**src/rtl/ili9341_pkg.sv**
```systemverilog
// Shared opcodes, FSM states and window defaults
// for the ILI9341 parallel-bus receiver.
package ili9341_pkg;

  localparam logic [7:0] OP_SLPIN  = 8'h10;
  localparam logic [7:0] OP_SLPOUT = 8'h11;
  localparam logic [7:0] OP_DISPOFF = 8'h28;
  localparam logic [7:0] OP_DISPON = 8'h29;
  localparam logic [7:0] OP_CASET  = 8'h2A;
  localparam logic [7:0] OP_PASET  = 8'h2B;
  localparam logic [7:0] OP_RAMWR  = 8'h2C;
  localparam logic [7:0] OP_MADCTL = 8'h36;
  localparam logic [7:0] OP_COLMOD = 8'h3A;
  localparam logic [7:0] OP_RAMWRC = 8'h3C;

  localparam int DEF_COLS = 240;
  localparam int DEF_ROWS = 320;

  typedef enum logic [2:0] {
    S_IDLE,
    S_PARAM,
    S_RAMWR_HI,
    S_RAMWR_LO,
    S_DISCARD
  } state_t;

  function automatic logic [15:0] win_end(input int n);
    return 16'(n - 1);
  endfunction

endpackage

```
**src/rtl/ili9341_bus_sampler.sv**
```systemverilog
// Strobe edge detector: flags the clock where wr is
// high after being sampled low; byte/rs pass through.
module ili9341_bus_sampler (
  input  logic       i_clk,
  input  logic       i_reset,
  input  logic [7:0] i_lcd_data,
  input  logic       i_lcd_rs,
  input  logic       i_lcd_wr,
  output logic [7:0] o_byte,
  output logic       o_rs,
  output logic       o_strobe
);

  logic r_wr_q;

  // Reset to 1 so a bus idling high cannot fake an edge.
  always_ff @(posedge i_clk) begin
    if (i_reset) r_wr_q <= 1'b1;
    else         r_wr_q <= i_lcd_wr;
  end

  assign o_strobe = i_lcd_wr & ~r_wr_q;
  assign o_byte   = i_lcd_data;
  assign o_rs     = i_lcd_rs;

endmodule

```
**src/rtl/ili9341_bus_rx.sv**
```systemverilog
// ILI9341 8080 bus receiver: decodes commands and
// turns RAMWR byte pairs into framebuffer writes.
module ili9341_bus_rx
  import ili9341_pkg::*;
#(
  parameter int P_COLS = DEF_COLS,
  parameter int P_ROWS = DEF_ROWS
) (
  input  logic        i_clk,
  input  logic        i_reset,
  input  logic [7:0]  i_lcd_data,
  input  logic        i_lcd_rs,
  input  logic        i_lcd_wr,
  output logic        o_pix_valid,
  output logic [8:0]  o_pix_x,
  output logic [8:0]  o_pix_y,
  output logic [15:0] o_pix_data,
  output logic [7:0]  o_madctl,
  output logic [7:0]  o_colmod,
  output logic        o_display_on,
  output logic        o_sleep_out
);

  localparam logic [15:0] L_COLS = 16'(P_COLS);
  localparam logic [15:0] L_ROWS = 16'(P_ROWS);

  logic [7:0] w_byte;
  logic       w_rs;
  logic       w_stb;

  ili9341_bus_sampler u_smp (
    .i_clk      (i_clk),
    .i_reset    (i_reset),
    .i_lcd_data (i_lcd_data),
    .i_lcd_rs   (i_lcd_rs),
    .i_lcd_wr   (i_lcd_wr),
    .o_byte     (w_byte),
    .o_rs       (w_rs),
    .o_strobe   (w_stb)
  );

  state_t      r_state;
  state_t      w_state_nxt;
  logic [7:0]  r_cmd;
  logic [1:0]  r_pcnt;
  logic [7:0]  r_p0;
  logic [7:0]  r_p1;
  logic [7:0]  r_p2;
  logic [15:0] r_cs;
  logic [15:0] r_ce;
  logic [15:0] r_ps;
  logic [15:0] r_pe;
  logic [15:0] r_x;
  logic [15:0] r_y;
  logic [7:0]  r_hi;

  logic w_cmd_ev;
  logic w_dat_ev;
  logic w_win_ok;
  logic w_in_panel;

  assign w_cmd_ev   = w_stb & ~w_rs;
  assign w_dat_ev   = w_stb & w_rs;
  assign w_win_ok   = (r_cs <= r_ce) && (r_ps <= r_pe);
  assign w_in_panel = (r_x < L_COLS) && (r_y < L_ROWS);

  always_ff @(posedge i_clk) begin
    if (i_reset) r_state <= S_IDLE;
    else         r_state <= w_state_nxt;
  end

  always_comb begin
    w_state_nxt = r_state;
    if (w_cmd_ev) begin
      case (w_byte)
        OP_CASET, OP_PASET,
        OP_MADCTL, OP_COLMOD: w_state_nxt = S_PARAM;
        OP_RAMWR, OP_RAMWRC:  w_state_nxt = S_RAMWR_HI;
        default:              w_state_nxt = S_DISCARD;
      endcase
    end else if (w_dat_ev) begin
      case (r_state)
        S_PARAM: begin
          if (r_cmd == OP_MADCTL || r_cmd == OP_COLMOD)
            w_state_nxt = S_DISCARD;
          else if (r_pcnt == 2'd3)
            w_state_nxt = S_IDLE;
        end
        S_RAMWR_HI: w_state_nxt = S_RAMWR_LO;
        S_RAMWR_LO: w_state_nxt = S_RAMWR_HI;
        default:    w_state_nxt = r_state;
      endcase
    end
  end

  always_ff @(posedge i_clk) begin
    if (i_reset) begin
      r_cmd        <= 8'h00;
      r_pcnt       <= 2'd0;
      r_p0         <= 8'h00;
      r_p1         <= 8'h00;
      r_p2         <= 8'h00;
      r_cs         <= 16'd0;
      r_ce         <= win_end(P_COLS);
      r_ps         <= 16'd0;
      r_pe         <= win_end(P_ROWS);
      r_x          <= 16'd0;
      r_y          <= 16'd0;
      r_hi         <= 8'h00;
      o_pix_valid  <= 1'b0;
      o_pix_x      <= 9'd0;
      o_pix_y      <= 9'd0;
      o_pix_data   <= 16'h0000;
      o_madctl     <= 8'h00;
      o_colmod     <= 8'h00;
      o_display_on <= 1'b0;
      o_sleep_out  <= 1'b0;
    end else begin
      o_pix_valid <= 1'b0;
      if (w_cmd_ev) begin
        r_cmd  <= w_byte;
        r_pcnt <= 2'd0;
        case (w_byte)
          OP_SLPIN:   o_sleep_out  <= 1'b0;
          OP_SLPOUT:  o_sleep_out  <= 1'b1;
          OP_DISPOFF: o_display_on <= 1'b0;
          OP_DISPON:  o_display_on <= 1'b1;
          OP_RAMWR: begin
            r_x <= r_cs;
            r_y <= r_ps;
          end
          default: ;
        endcase
      end else if (w_dat_ev) begin
        case (r_state)
          S_PARAM: begin
            r_pcnt <= r_pcnt + 2'd1;
            case (r_pcnt)
              2'd0:    r_p0 <= w_byte;
              2'd1:    r_p1 <= w_byte;
              2'd2:    r_p2 <= w_byte;
              default: ;
            endcase
            if (r_cmd == OP_MADCTL) o_madctl <= w_byte;
            if (r_cmd == OP_COLMOD) o_colmod <= w_byte;
            if (r_pcnt == 2'd3 && r_cmd == OP_CASET) begin
              r_cs <= {r_p0, r_p1};
              r_ce <= {r_p2, w_byte};
            end
            if (r_pcnt == 2'd3 && r_cmd == OP_PASET) begin
              r_ps <= {r_p0, r_p1};
              r_pe <= {r_p2, w_byte};
            end
          end
          S_RAMWR_HI: r_hi <= w_byte;
          S_RAMWR_LO: begin
            // An inverted window freezes the address entirely.
            if (w_win_ok) begin
              if (w_in_panel) begin
                o_pix_valid <= 1'b1;
                o_pix_x     <= r_x[8:0];
                o_pix_y     <= r_y[8:0];
                o_pix_data  <= {r_hi, w_byte};
              end
              if (r_x == r_ce) begin
                r_x <= r_cs;
                r_y <= (r_y == r_pe) ? r_ps : r_y + 16'd1;
              end else begin
                r_x <= r_x + 16'd1;
              end
            end
          end
          default: ;
        endcase
      end
    end
  end

endmodule

```
**config.mk**
```make
export PLATFORM = sky130hd
export DESIGN_NAME = ili9341_bus_rx
export DESIGN_NICKNAME = d
export VERILOG_FILES = /design/src/rtl/ili9341_pkg.sv /design/src/rtl/ili9341_bus_sampler.sv /design/src/rtl/ili9341_bus_rx.sv
export SDC_FILE = /design/constraint.sdc
export NUM_CORES = 1
export LEC_CHECK = 0
export CORE_ASPECT_RATIO = 0.75
export CORE_UTILIZATION = 55
export DETAILED_ROUTE_END_ITERATION = 10
export GPL_TIMING_DRIVEN = 0
export PLACE_DENSITY = 0.75
export SYNTH_ARGS = -nofsm -noshare
export SYNTH_HDL_FRONTEND = slang
export SYNTH_SLANG_ARGS = --single-unit
```
**constraint.sdc**
```tcl
create_clock -name i_clk -period 5.92 [get_ports i_clk]
set_input_delay 0.888 -clock i_clk [delete_from_list [all_inputs] [get_ports i_clk]]
set_output_delay 0.888 -clock i_clk [all_outputs]
set_load 0.1 [all_outputs]
```
# == Word-level counts from Yosys, hierarchy flattened ==
# Index checks and enable logic that the tools add are counted.
# word_totals
inputBits,12
elab_cells,116
output_inout_bits,53
regBits,195
# classes
n_eq_ne,24
bitwise,9
order_cmp,4
mux,22
n_reduce_logical,32
add_sub_neg,3
# ops
op,n
16-bit two-way mux,13
"8-bit by 6-bit equality test with 1-bit output, second input constant",12
"16-bit by 1-bit adder with 16-bit output, second input constant",2
16-bit equality test,2
16-bit less-or-equal comparator,2
4-bit AND reduction,8
"8-bit by 5-bit equality test with 1-bit output, second input constant",2
"16-bit by 8-bit less-than comparator with 1-bit output, second input constant",1
"16-bit by 9-bit less-than comparator with 1-bit output, second input constant",1
3-bit two-way mux,4
2-bit nonzero test,6
5-bit AND reduction,2
3-bit case mux with 3 select lines,1
"3-bit by 2-bit equality test with 1-bit output, second input constant",2
1-bit NOT,6
3-bit case mux with 2 select lines,1
2-bit AND reduction,3
3-bit AND reduction,2
5-bit OR reduction,1
"2-bit equality test, second input constant",2
1-bit logical AND,4
"4-bit != test, second input constant",1
1-bit case mux with 2 select lines,2
4-bit nonzero test,1
10 further kinds,13

# == Logic depth before layout (Yosys ltp) ==
# Gate-level depths: netlist of run 1.
# logic_depth
ltp_word,7
depth_mapped,11
ltp_nobuf,9

# == By module ==
# Synthesis of run 1 repeated with hierarchy kept, for this count alone.
# unflattened
hier_cells,1137
hier_area_um2,9337.7
# by_module_without_submodules
mod,area_per_inst_um2,seq_area_each_um2,instances,cells_per_inst
ili9341_bus_rx,9237.6,3883.7,1,1125
ili9341_bus_sampler,100.1,20.0,1,12

# == Worst setup path before layout of run 1 ==
# Ideal clock, no wire load.
# synth_timing
path_type,input to register
startpoint,input i_lcd_data[6]
endpoint,register r_x[15]
t_required_ps,5788
slack_ps,3443
arrival_ps,2345
stages,9
n_path_buf,2
cell_sequence,nor2_1 -> nand2_1 -> o41ai_1 -> nand3_1 -> nand3b_1 -> buf_4 -> buf_4 -> a21oi_1 -> o32ai_2
# synth_between
elab_chain_cells,3
# synth_lines
element,line,source
start: declaration,ili9341_bus_rx.sv:11,"input logic [7:0] i_lcd_data,"
8-bit by 6-bit equality test with 1-bit output,ili9341_bus_rx.sv:123,case (w_byte)
2-bit by 1-bit != test with 1-bit output (no source line),-,
4-bit AND reduction (no source line),-,
end signal: assignment,ili9341_bus_rx.sv:129,r_x <= r_cs;
end signal: assignment,ili9341_bus_rx.sv:166,r_x <= r_cs;
end signal: assignment,ili9341_bus_rx.sv:169,r_x <= r_x + 16'd1;
end: declaration,ili9341_bus_rx.sv:53,logic [15:0] r_x;
# Every way passes these cells.
# A chain may end at the register's enable or synchronous reset.

# == Final worst setup path of run 1 ==
# layout_timing
startpoint,input i_lcd_rs
endpoint,register r_cs[13]
# layout_between
elab_chain_cells,4
elab_cells_between_ends,5
classes_between,4 x bitwise; 1 x reduce/logical
# layout_lines
element,line,source
start: declaration,ili9341_bus_rx.sv:12,"input logic i_lcd_rs,"
1-bit NOT,ili9341_bus_rx.sv:62,assign w_cmd_ev = w_stb & ~w_rs;
1-bit AND,ili9341_bus_rx.sv:62,
1-bit NOT (no source line),-,
4-bit AND reduction (no source line) *,-,
end signal: assignment,ili9341_bus_rx.sv:147,"r_cs <= {r_p0, r_p1};"
end: declaration,ili9341_bus_rx.sv:49,logic [15:0] r_cs;
# Mark *: on every way between the ends. The rest lies on a longest branch, timed or not.

==> flow_summary.yaml, run 1 <==
detailed_routing:
  drt.antenna.violating_nets: 0
  wl_met1_um: 13100
  firstDrtPassIters: 7
  topRoutingLayerUsed: "met4"
  drt-wirelength-per-cell_um: 19.3
  drcViolationCount: 0
  vias_per_cell: 5.90
  wl_met2_um: 11700
  drtIter0Drc: 948
  wl_met3_um: 2530
  wl_um: 27900
  vias: 8500
timing:
  fmax_mhz: 322
  setup_ws_ns: 2.81
  finalCritPeriodShare_pct: 52.5
  final-max-slew-violation-count: 0
  max-slew-margin-rel_pct: 31.8
  hold_ws_ns: 0.454
  setup_viol: 0
  layout_min_cycle_time_ns: 3.11
  rsz0062_at_grt: "no"
  final.setup_skew_ns: 0.00849
  hold_violations: 0
  tightest_slew_ns: 1.02
  setup-tns-final_ns: 0
synth:
  yosysUniqueCellTypes: 65
  synth_area_per_cell_um2: 8.26
  synth.area.top_cells: "dfxtp_1 (42%), mux2i_1 (7.9%), nand2_1 (7.6%), a21oi_1 (7.0%), ha_1 (5.1%)"
  netlist_area_mm2: 0.00938
  synth-async-reset-ratio_pct: 0
  syn_nets: 1186
  ys_seq_area_share_pct: 41.6
  synthCells: 1136
  synth_top_area_share_pct: 41.6
  yosysTopAreaCell: "dfxtp_1"
  ys_ff_latch: 195
  synth_warnings: 0
  synth_flop_cell: "dfxtp_1"
  synth_edf_count: 0
floorplanning:
  num_io_pins: 65
  fp.dieH_um: 115
  die_area_mm2: 0.0176
  core_area_mm2: 0.0164
  initial_core_util_pct: 57.3
  core.rowCount: 40
  die_w_um: 153
critical_path:
  critPathCaptureType: "register"
  cp.required_ns: 6.30
  r2r_start: "r_ce[14]"
  r2r_slack_ns: 2.90
  arrival_ns: 3.49
  path_class: "in2reg"
  path_cells: "clkdlybuf4s50_1 -> nand4bb_1 -> nor2_1 -> nand4b_1 -> nor4_2 -> nor2b_1 -> buf_2 -> buf_2 -> nand2_1 -> a21oi_1"
  crit_fanout: 10
  reg2reg_depth: 9
  startpoint_type: "input pin"
  max_stage_delay_ns: 0.59
  crit_slowest_cell: "clkdlybuf4s50_1"
  crit_path_frequent_cell: "buf_2"
  timing.rr.end: "r_y[9]"
placement:
  hpwl_um: 20500
  gp_congestion: 0.957
  dp_slack_ns: 2.46
  placed_area_mm2: 0.0103
  portBuffers: 63
  placedCellCount: 1409
min_path:
  hold-path-cell-count: 2
  hold_start: "r_cmd[5]"
  hold_path.class: "reg2reg"
  hold_end: "r_cmd[5]"
cts:
  post_cts_resized: 0
  cts_root_buf: "clkbuf_16"
  cts_setup_buffers: 0
  tritoncts: "built"
  path_clk_slew_ns: 0.08
  cts_hold_buf: 0
  clk_latency_ns: 0.46
  clockBufferDepth: 2
  ctsHtreeMaxLevel: 4
  cts-buffers-inserted: 17
  numClockSinks: 195
cells_and_area:
  layout-drive-gt1-share_pct: 6.66
  antenna_cells: 0
  final_cell_mix: "dfxtp_1 (195), nand2_1 (189), a21oi_1 (131)"
  fin_area_mm2: 0.0109
  utilization_pct: 66.5
  final_common_cell: "dfxtp_1"
  stdcell_count: 1441
  num-fill-cells: 1410
  nets: 1268
  syn2layout_area_growth_pct: 16.0
power:
  p_per_area_mw_per_mm2: 238
  power_mw: 2.59
  peakVddDrop_mv: 0.151
  p_leak_nw: 3.96
global_route:
  grt_pass1_wl_um: 43400
  overflow: 0
  grt_max_degree: 22
  grtUsageTotal_pct: 32.7
  grt_pass1_vias: 7763
  grt_antenna_before_repair: 1
run:
  timing.max_cap.violations: 0
status:
  outcome: "completed"
[worst max path at each step]
stage	from	to	slack (ns)
2_1_floorplan	i_lcd_data[6]	r_x[15]	3.44
3_3_place_gp	i_lcd_data[6]	r_y[2]	2.48
3_5_place_dp	i_lcd_data[6]	r_y[9]	2.46
4_1_cts	i_lcd_rs	r_cs[7]	2.89
5_1_grt	i_lcd_rs	r_cs[9]	2.62
6_report	i_lcd_rs	r_cs[13]	2.81
[kinds of logic after synthesis]
logic type | Yosys count | share of synthesized area [%]
flops | 195 | 41.6
buf+inv | 124 | 5.76
compound gates | 207 | 13.1
xor+xnor | 34 | 3.17
mux | 76 | 8.13
simple gates | 462 | 23.2
fa+ha+maj | 38 | 5.07
[power breakdown]
group / internal (mW) / switching, mW / total, mW
clock network: 0.574 / 0.615 / 1.19
logic: 0.0217 / 0.0665 / 0.0882
registers: 1.31 / 0.00219 / 1.31
[layout make-up]
type	count	area [µm²]	area share, %
Buffer	78	368	3.38
Timing Repair Buffer	63	631	5.79
Multi-Input combinational cell	817	4940	45.4
Clock buffer	17	425	3.91
Inverter	46	173	1.59
Clock inverter	15	184	1.69
Sequential cell	195	3900	35.9
Tap cell	210	263	2.41
[registers in the layout, summed over array words and instances, names as in the netlist, 16 cells and up]
name and count:
o_pix_data 16, r_ce 16, r_cs 16, r_pe 16, r_ps 16, r_x 16, r_y 16
[layer usage]
metal  vias to the layer above  GRT usage, %
li1                       4059             -
met1                      4066          47.6
met2                       338          48.3
met3                        37          6.14
met4                         0          11.1
met5                         -             0
[synth_stat cells (all sizes together), types with 2 or more instances]
cell      n
a211o     8
a21oi   132
or2       9
nand2   190
and3      6
o21ai    22
o32ai    12
nand4    21
ha       38
nor3     11
or3       7
nand3    35
and2      6
nor2    108
nor2b    12
clkbuf   48
a21o      6
buf      30
a311o     2
a31oi     2
nor4b     3
nand2b   14
or3b      6
or4       2
o31ai     8
inv      46
dfxtp   195
nand4b    2
a221oi    2
o211ai    2
mux2i    74
mux2      2
xnor2    18
nand3b    9
xor2     16
nor3b     2
nor4     17
[critical path: cells and delay by family]
| kind | cells | cell delay, ns |
|---|---|---|
| simple gates | 6 | 1.36 |
| buf+inv | 3 | 1.09 |
| compound gates | 1 | 0.13 |
No activity file was read; power rests on OpenSTA's default activity.
==> run 2, diff against run 1 <==
CORE_UTILIZATION = 53   (was 55)
PLACE_DENSITY = 0.76   (was 0.75)
clock period = 2.6 ns   (was 5.92 ns; I/O delays follow)
==> run 2 against run 1 <==
Effect of this change:
- the run now ends with setup timing left
- flip-flop and latch count stayed put
- global-route usage decreased by 0.67 points
- highest routed layer unchanged
- final cell count increased by 4.2%
- count of clock-buffer cells in the layout unchanged
- combinational power up 140%
- largest power group unchanged
- non-clock buffer count up 35
==> flow_summary.yaml, run 2 (synthesis gave the netlist of run 1 again) <==
cts:
  cts-buffers-inserted: 17
  cts_root_buf: "clkbuf_16"
  clk_latency_ns: 0.45
  tritoncts: "built"
  cts_hold_buf: 0
  path_clk_slew_ns: 0.08
  clockBufferDepth: 2
  numClockSinks: 195
  ctsHtreeMaxLevel: 4
timing:
  setup_viol: 5
  hold_ws_ns: 0.453
  finalCritPeriodShare_pct: 101
  layout_min_cycle_time_ns: 2.63
  hold_violations: 0
  final-max-slew-violation-count: 0
  rsz0062_at_grt: "yes"
  setup_ws_ns: -0.0312
  fmax_mhz: 380
  final.setup_skew_ns: 0.0165
  tightest_slew_ns: 0.999
  max-slew-margin-rel_pct: 33.2
floorplanning:
  fp.dieH_um: 117
  core_area_mm2: 0.0171
  die_w_um: 156
  initial_core_util_pct: 54.9
  die_area_mm2: 0.0182
  core.rowCount: 41
  num_io_pins: 65
placement:
  portBuffers: 63
  gp_congestion: 0.958
  placed_area_mm2: 0.0103
  dp_slack_ns: -0.355
  hpwl_um: 20000
detailed_routing:
  drt.antenna.violating_nets: 0
  drt-wirelength-per-cell_um: 19.7
  drcViolationCount: 0
  wl_um: 29500
  drtIter0Drc: 1102
  vias: 8887
  vias_per_cell: 5.92
  firstDrtPassIters: 6
critical_path:
  path_class: "reg2reg"
  r2r_slack_ns: -0.03
  critPathCaptureType: "register"
  startpoint_type: "register"
  timing.rr.end: "r_x[4]"
  cp.required_ns: 2.94
  reg2reg_depth: 10
  arrival_ns: 2.97
  path_cells: "inv_2 -> ha_4 -> nor2b_1 -> o211ai_1 -> a2111o_1 -> a311o_1 -> nand3b_1 -> buf_2 -> a21oi_1 -> o31ai_1"
  crit_family: "compound AO/OA/AOI/OAI gates"
  crit_slowest_cell: "a2111o_1"
  cp_num_buf_inv: 2
  crit_fanout: 5
  max_stage_delay_ns: 0.45
  r2r_start: "r_pe[1]"
min_path:
  hold_start: "r_cmd[5]"
  hold_end: "r_cmd[5]"
  hold-path-cell-count: 2
  hold_path.class: "reg2reg"
power:
  p_int_mw: 4.34
  p_switching_mw: 1.53
  p_comb_share_pct: 3.6
  peakVddDrop_mv: 0.367
  clkPwrFrac_pct: 45.6
  p_per_area_mw_per_mm2: 501
  p_sw_share_pct: 26.1
  seq_power_share_pct: 50.8
  p_leak_nw: 4.26
cells_and_area:
  layout-drive-gt1-share_pct: 15.5
  nets: 1303
  syn2layout_area_growth_pct: 24.9
  final_common_cell: "nand2_1"
  final_cell_mix: "nand2_1 (189), dfxtp_1 (168), a21oi_1 (118)"
  antenna_cells: 0
  fin_area_mm2: 0.0117
status:
  violations: "setup timing"
  outcome: "finished with violations"
global_route:
  grt-busiest-layer: "met2"
  grt_antenna_before_repair: 0
  grt_pass1_vias: 8003
  grt_pass1_wl_um: 43800
  grt_max_degree: 22
  met3_usage_pct: 9.17
  use_met2_pct: 47.8
  overflow: 0
  grtUsageTotal_pct: 32.0
  use_met1_pct: 44.2
run:
  timing.max_cap.violations: 0
run 2: cell count changes in the layout (fill, tap and decap cells not counted), moves of 4 or more:
cell	before	now
a21oi_2	1	13
dfxtp_2	0	20
dfxtp_1	195	168
buf_12	0	4
dfxtp_4	0	7
ha_4	0	11
clkbuf_4	0	4
inv_1	46	38
inv_2	0	6
buf_4	5	31
a21oi_1	131	118
buf_2	20	14
ha_1	38	27
nor4_4	0	4
run 2: what timing repair did:
action,4_1_cts,5_1_grt
gates resized for setup,30,97
setup buffers,15,17
pin swaps,13,21
endpoints found under the setup margin,66,122
cloned,1,3
run 2: layout make-up:
| cell class | instances | area [µm²] |
|---|---|---|
| well taps | 236 | 295 |
| clock inverters | 15 | 181 |
| fillers | 1332 | 5360 |
| plain buffers | 78 | 449 |
| repair buffers | 98 | 963 |
| flip-flops and latches | 195 | 3960 |
| inverters | 46 | 178 |
| multi-input cells | 817 | 5270 |
| clock buffers | 17 | 425 |
run 2: per-stage QoR:
stage	power (mW)	utilization (%)	instances	TNS (ns)
floorplan	3.17	-	1136	0
detailed placement	3.26	60.4	1435	-32.06
CTS	5.88	65.4	1483	-0.272
global placement	3.26	60.4	1435	-24.19
global route	6.03	68.6	1502	-0.794
finish	5.88	68.6	1502	-0.114
run 2: worst max path at each step:
stage | from | end | cells past startpoint
finish | r_pe[1] | r_x[4] | 10
global route | r_pe[1] | r_x[8] | 11
CTS | r_ce[10] | o_pix_y[5] | 11
detailed placement | i_lcd_rs | r_cs[9] | 10
global placement | i_lcd_data[6] | r_y[2] | 9
floorplan | r_ce[14] | o_pix_data[15] | 11
run 2: worst reg2reg max path: stages (launching register included):
cell	delay [ns]
dfxtp_2	0.35
inv_2	0.05
ha_4	0.26
nor2b_1	0.12
o211ai_1	0.16
a2111o_1	0.45
a311o_1	0.38
nand3b_1	0.27
buf_2	0.22
a21oi_1	0.05
o31ai_1	0.24
run 2: power groups by stage:
stage,clock (mW),sequential [mW],combinational [mW]
2_1_floorplan,0,3.06,0.104
5_1_grt,2.83,2.99,0.218
4_1_cts,2.69,2.99,0.196
3_3_place_gp,0,3.06,0.193
6_report,2.68,2.99,0.210
3_5_place_dp,0,3.06,0.195
run 2: layer usage:
layer  vias to the layer above  routed length [µm]
met4                         0                 786
met2                       430               12800
met3                        60                3300
met5                         -                   0
li1                       4142                   -
met1                      4255               12700
==> run 3, diff against run 2 <==
CAP_MARGIN = 10   (was not set)
MAX_ROUTING_LAYER = met4   (was not set)
==> run 3 against run 2 <==
Effect of this change:
- the flow still finishes with violations (setup timing)
- sequential power is essentially flat
- highest routed layer unchanged
- largest power group unchanged
- register-to-register slack worse by 0.04 ns
- first-iteration DRC count shrank 17%
==> flow_summary.yaml, run 3 (synthesis gave the netlist of run 1 again) <==
critical_path:
  arrival_ns: 3.00
  r2r_slack_ns: -0.07
  reg2reg_depth: 10
  critPathCaptureType: "register"
  timing.rr.end: "r_y[1]"
  r2r_start: "r_ps[9]"
  crit_fanout: 5
  cp.required_ns: 2.93
  startpoint_type: "register"
  path_class: "reg2reg"
global_route:
  grt_antenna_before_repair: 1
  overflow: 0
  grt_pass1_vias: 7897
  grtUsageTotal_pct: 33.4
  grt_pass1_wl_um: 44000
  grt_max_degree: 22
placement:
  dp_slack_ns: -0.518
  hpwl_um: 20400
  placed_area_mm2: 0.0103
  gp_congestion: 0.970
  portBuffers: 63
power:
  p_sw_share_pct: 26.2
  p_switching_mw: 1.55
  peakVddDrop_mv: 0.396
  p_comb_share_pct: 3.6
  clkPwrFrac_pct: 45.7
  p_int_mw: 4.35
  p_per_area_mw_per_mm2: 505
  p_leak_nw: 4.26
  seq_power_share_pct: 50.7
cts:
  cts_hold_buf: 0
  ctsHtreeMaxLevel: 4
  cts_root_buf: "clkbuf_16"
  numClockSinks: 195
  cts-buffers-inserted: 17
  clk_latency_ns: 0.46
  clockBufferDepth: 2
  tritoncts: "built"
  path_clk_slew_ns: 0.08
min_path:
  hold_start: "r_cmd[5]"
  hold_end: "r_cmd[5]"
  hold-path-cell-count: 2
  hold_path.class: "reg2reg"
cells_and_area:
  final_cell_mix: "nand2_1 (189), dfxtp_1 (174), a21oi_1 (119)"
  layout-drive-gt1-share_pct: 14.2
  syn2layout_area_growth_pct: 24.5
  nets: 1298
  final_common_cell: "nand2_1"
  utilization_pct: 68.4
  antenna_cells: 0
  fin_area_mm2: 0.0117
floorplanning:
  core_area_mm2: 0.0171
  fp.dieH_um: 117
  initial_core_util_pct: 54.9
  die_w_um: 156
  die_area_mm2: 0.0182
  num_io_pins: 65
  core.rowCount: 41
timing:
  final-max-slew-violation-count: 0
  max-slew-margin-rel_pct: 29.2
  setup_ws_ns: -0.0688
  finalCritPeriodShare_pct: 103
  final.setup_skew_ns: 0.0111
  tightest_slew_ns: 1.06
  rsz0062_at_grt: "yes"
  hold_violations: 0
  hold_ws_ns: 0.463
  layout_min_cycle_time_ns: 2.67
  fmax_mhz: 375
  setup_viol: 42
run:
  timing.max_cap.violations: 0
detailed_routing:
  vias: 8784
  wl_um: 29100
  vias_per_cell: 5.87
  drtIter0Drc: 920
  drt.antenna.violating_nets: 0
  firstDrtPassIters: 6
  drt-wirelength-per-cell_um: 19.4
  drcViolationCount: 0
status:
  outcome: "finished with violations"
  violations: "setup timing"
==> run 3: cell count changes in the layout (fill, tap and decap cells not counted), moves of 4 or more <==
cell | previous run | this run
ha_1 | 27 | 32
o32ai_1 | 9 | 5
dfxtp_4 | 7 | 3
dfxtp_1 | 168 | 174
buf_4 | 31 | 21
o21ai_2 | 1 | 5
ha_4 | 11 | 6
o32ai_2 | 3 | 7
==> run 3: layout make-up <==
| type | count | area, µm² |
|---|---|---|
| Buffer | 78 | 452 |
| Clock buffer | 17 | 425 |
| Clock inverter | 15 | 179 |
| Fill cell | 1379 | 5400 |
| Inverter | 46 | 173 |
| Multi-Input combinational cell | 817 | 5240 |
| Sequential cell | 195 | 3940 |
| Tap cell | 236 | 295 |
| Timing Repair Buffer | 93 | 985 |
==> run 3: repair_timing <==
item | in CTS | in global routing
cloned | 1 | 3
setup endpoints to repair | 66 | 110
gates resized for setup | 38 | 70
buffers inserted | 17 | 9
pin swaps | 13 | 32
==> run 3: how the worst max path moves through the flow <==
stage / startpoint / to / cells past startpoint
after floorplan: r_ce[14] / o_pix_data[15] / 11
after global placement: r_pe[11] / r_y[2] / 9
after detailed placement: r_pe[14] / r_y[10] / 9
after CTS: r_pe[5] / r_x[0] / 11
after global routing: r_pe[8] / r_y[1] / 11
final: r_ps[9] / r_y[1] / 10
==> run 3: per-layer routing <==
| metal | wire (µm) | global-route usage [%] |
|---|---|---|
| met1 | 13000 | 46.3 |
| met3 | 3020 | 7.58 |
| met4 | 852 | 13.1 |
| met5 | 0 | - |
| met2 | 12300 | 46.7 |
==> run 3: metrics by stage <==
step                std cells  power (mW)  setup TNS, ns
finish                   1497        5.89          -1.16
global route             1497        6.04          -4.45
CTS                      1485        5.89              0
detailed placement       1435        3.26         -37.95
global placement         1435        3.26         -35.59
floorplan                1136        3.17              0
==> run 3: power by group through the flow <==
| stage | Combinational, mW | Sequential, mW | Clock [mW] |
|---|---|---|---|
| floorplan | 0.104 | 3.06 | 0 |
| global placement | 0.193 | 3.06 | 0 |
| detailed placement | 0.195 | 3.06 | 0 |
| CTS | 0.200 | 2.99 | 2.70 |
| global route | 0.221 | 2.99 | 2.83 |
| finish | 0.212 | 2.99 | 2.69 |
==> run 3: worst max-delay path, stage by stage (launching register included) <==
cell and delay (ns):
dfxtp_1 0.38, ha_4 0.29, nand4_1 0.12, buf_6 0.16
a2111o_1 0.47, a311o_1 0.43, nand4b_1 0.14, buf_6 0.17
buf_8 0.14, mux2i_1 0.18, nor2_1 0.05
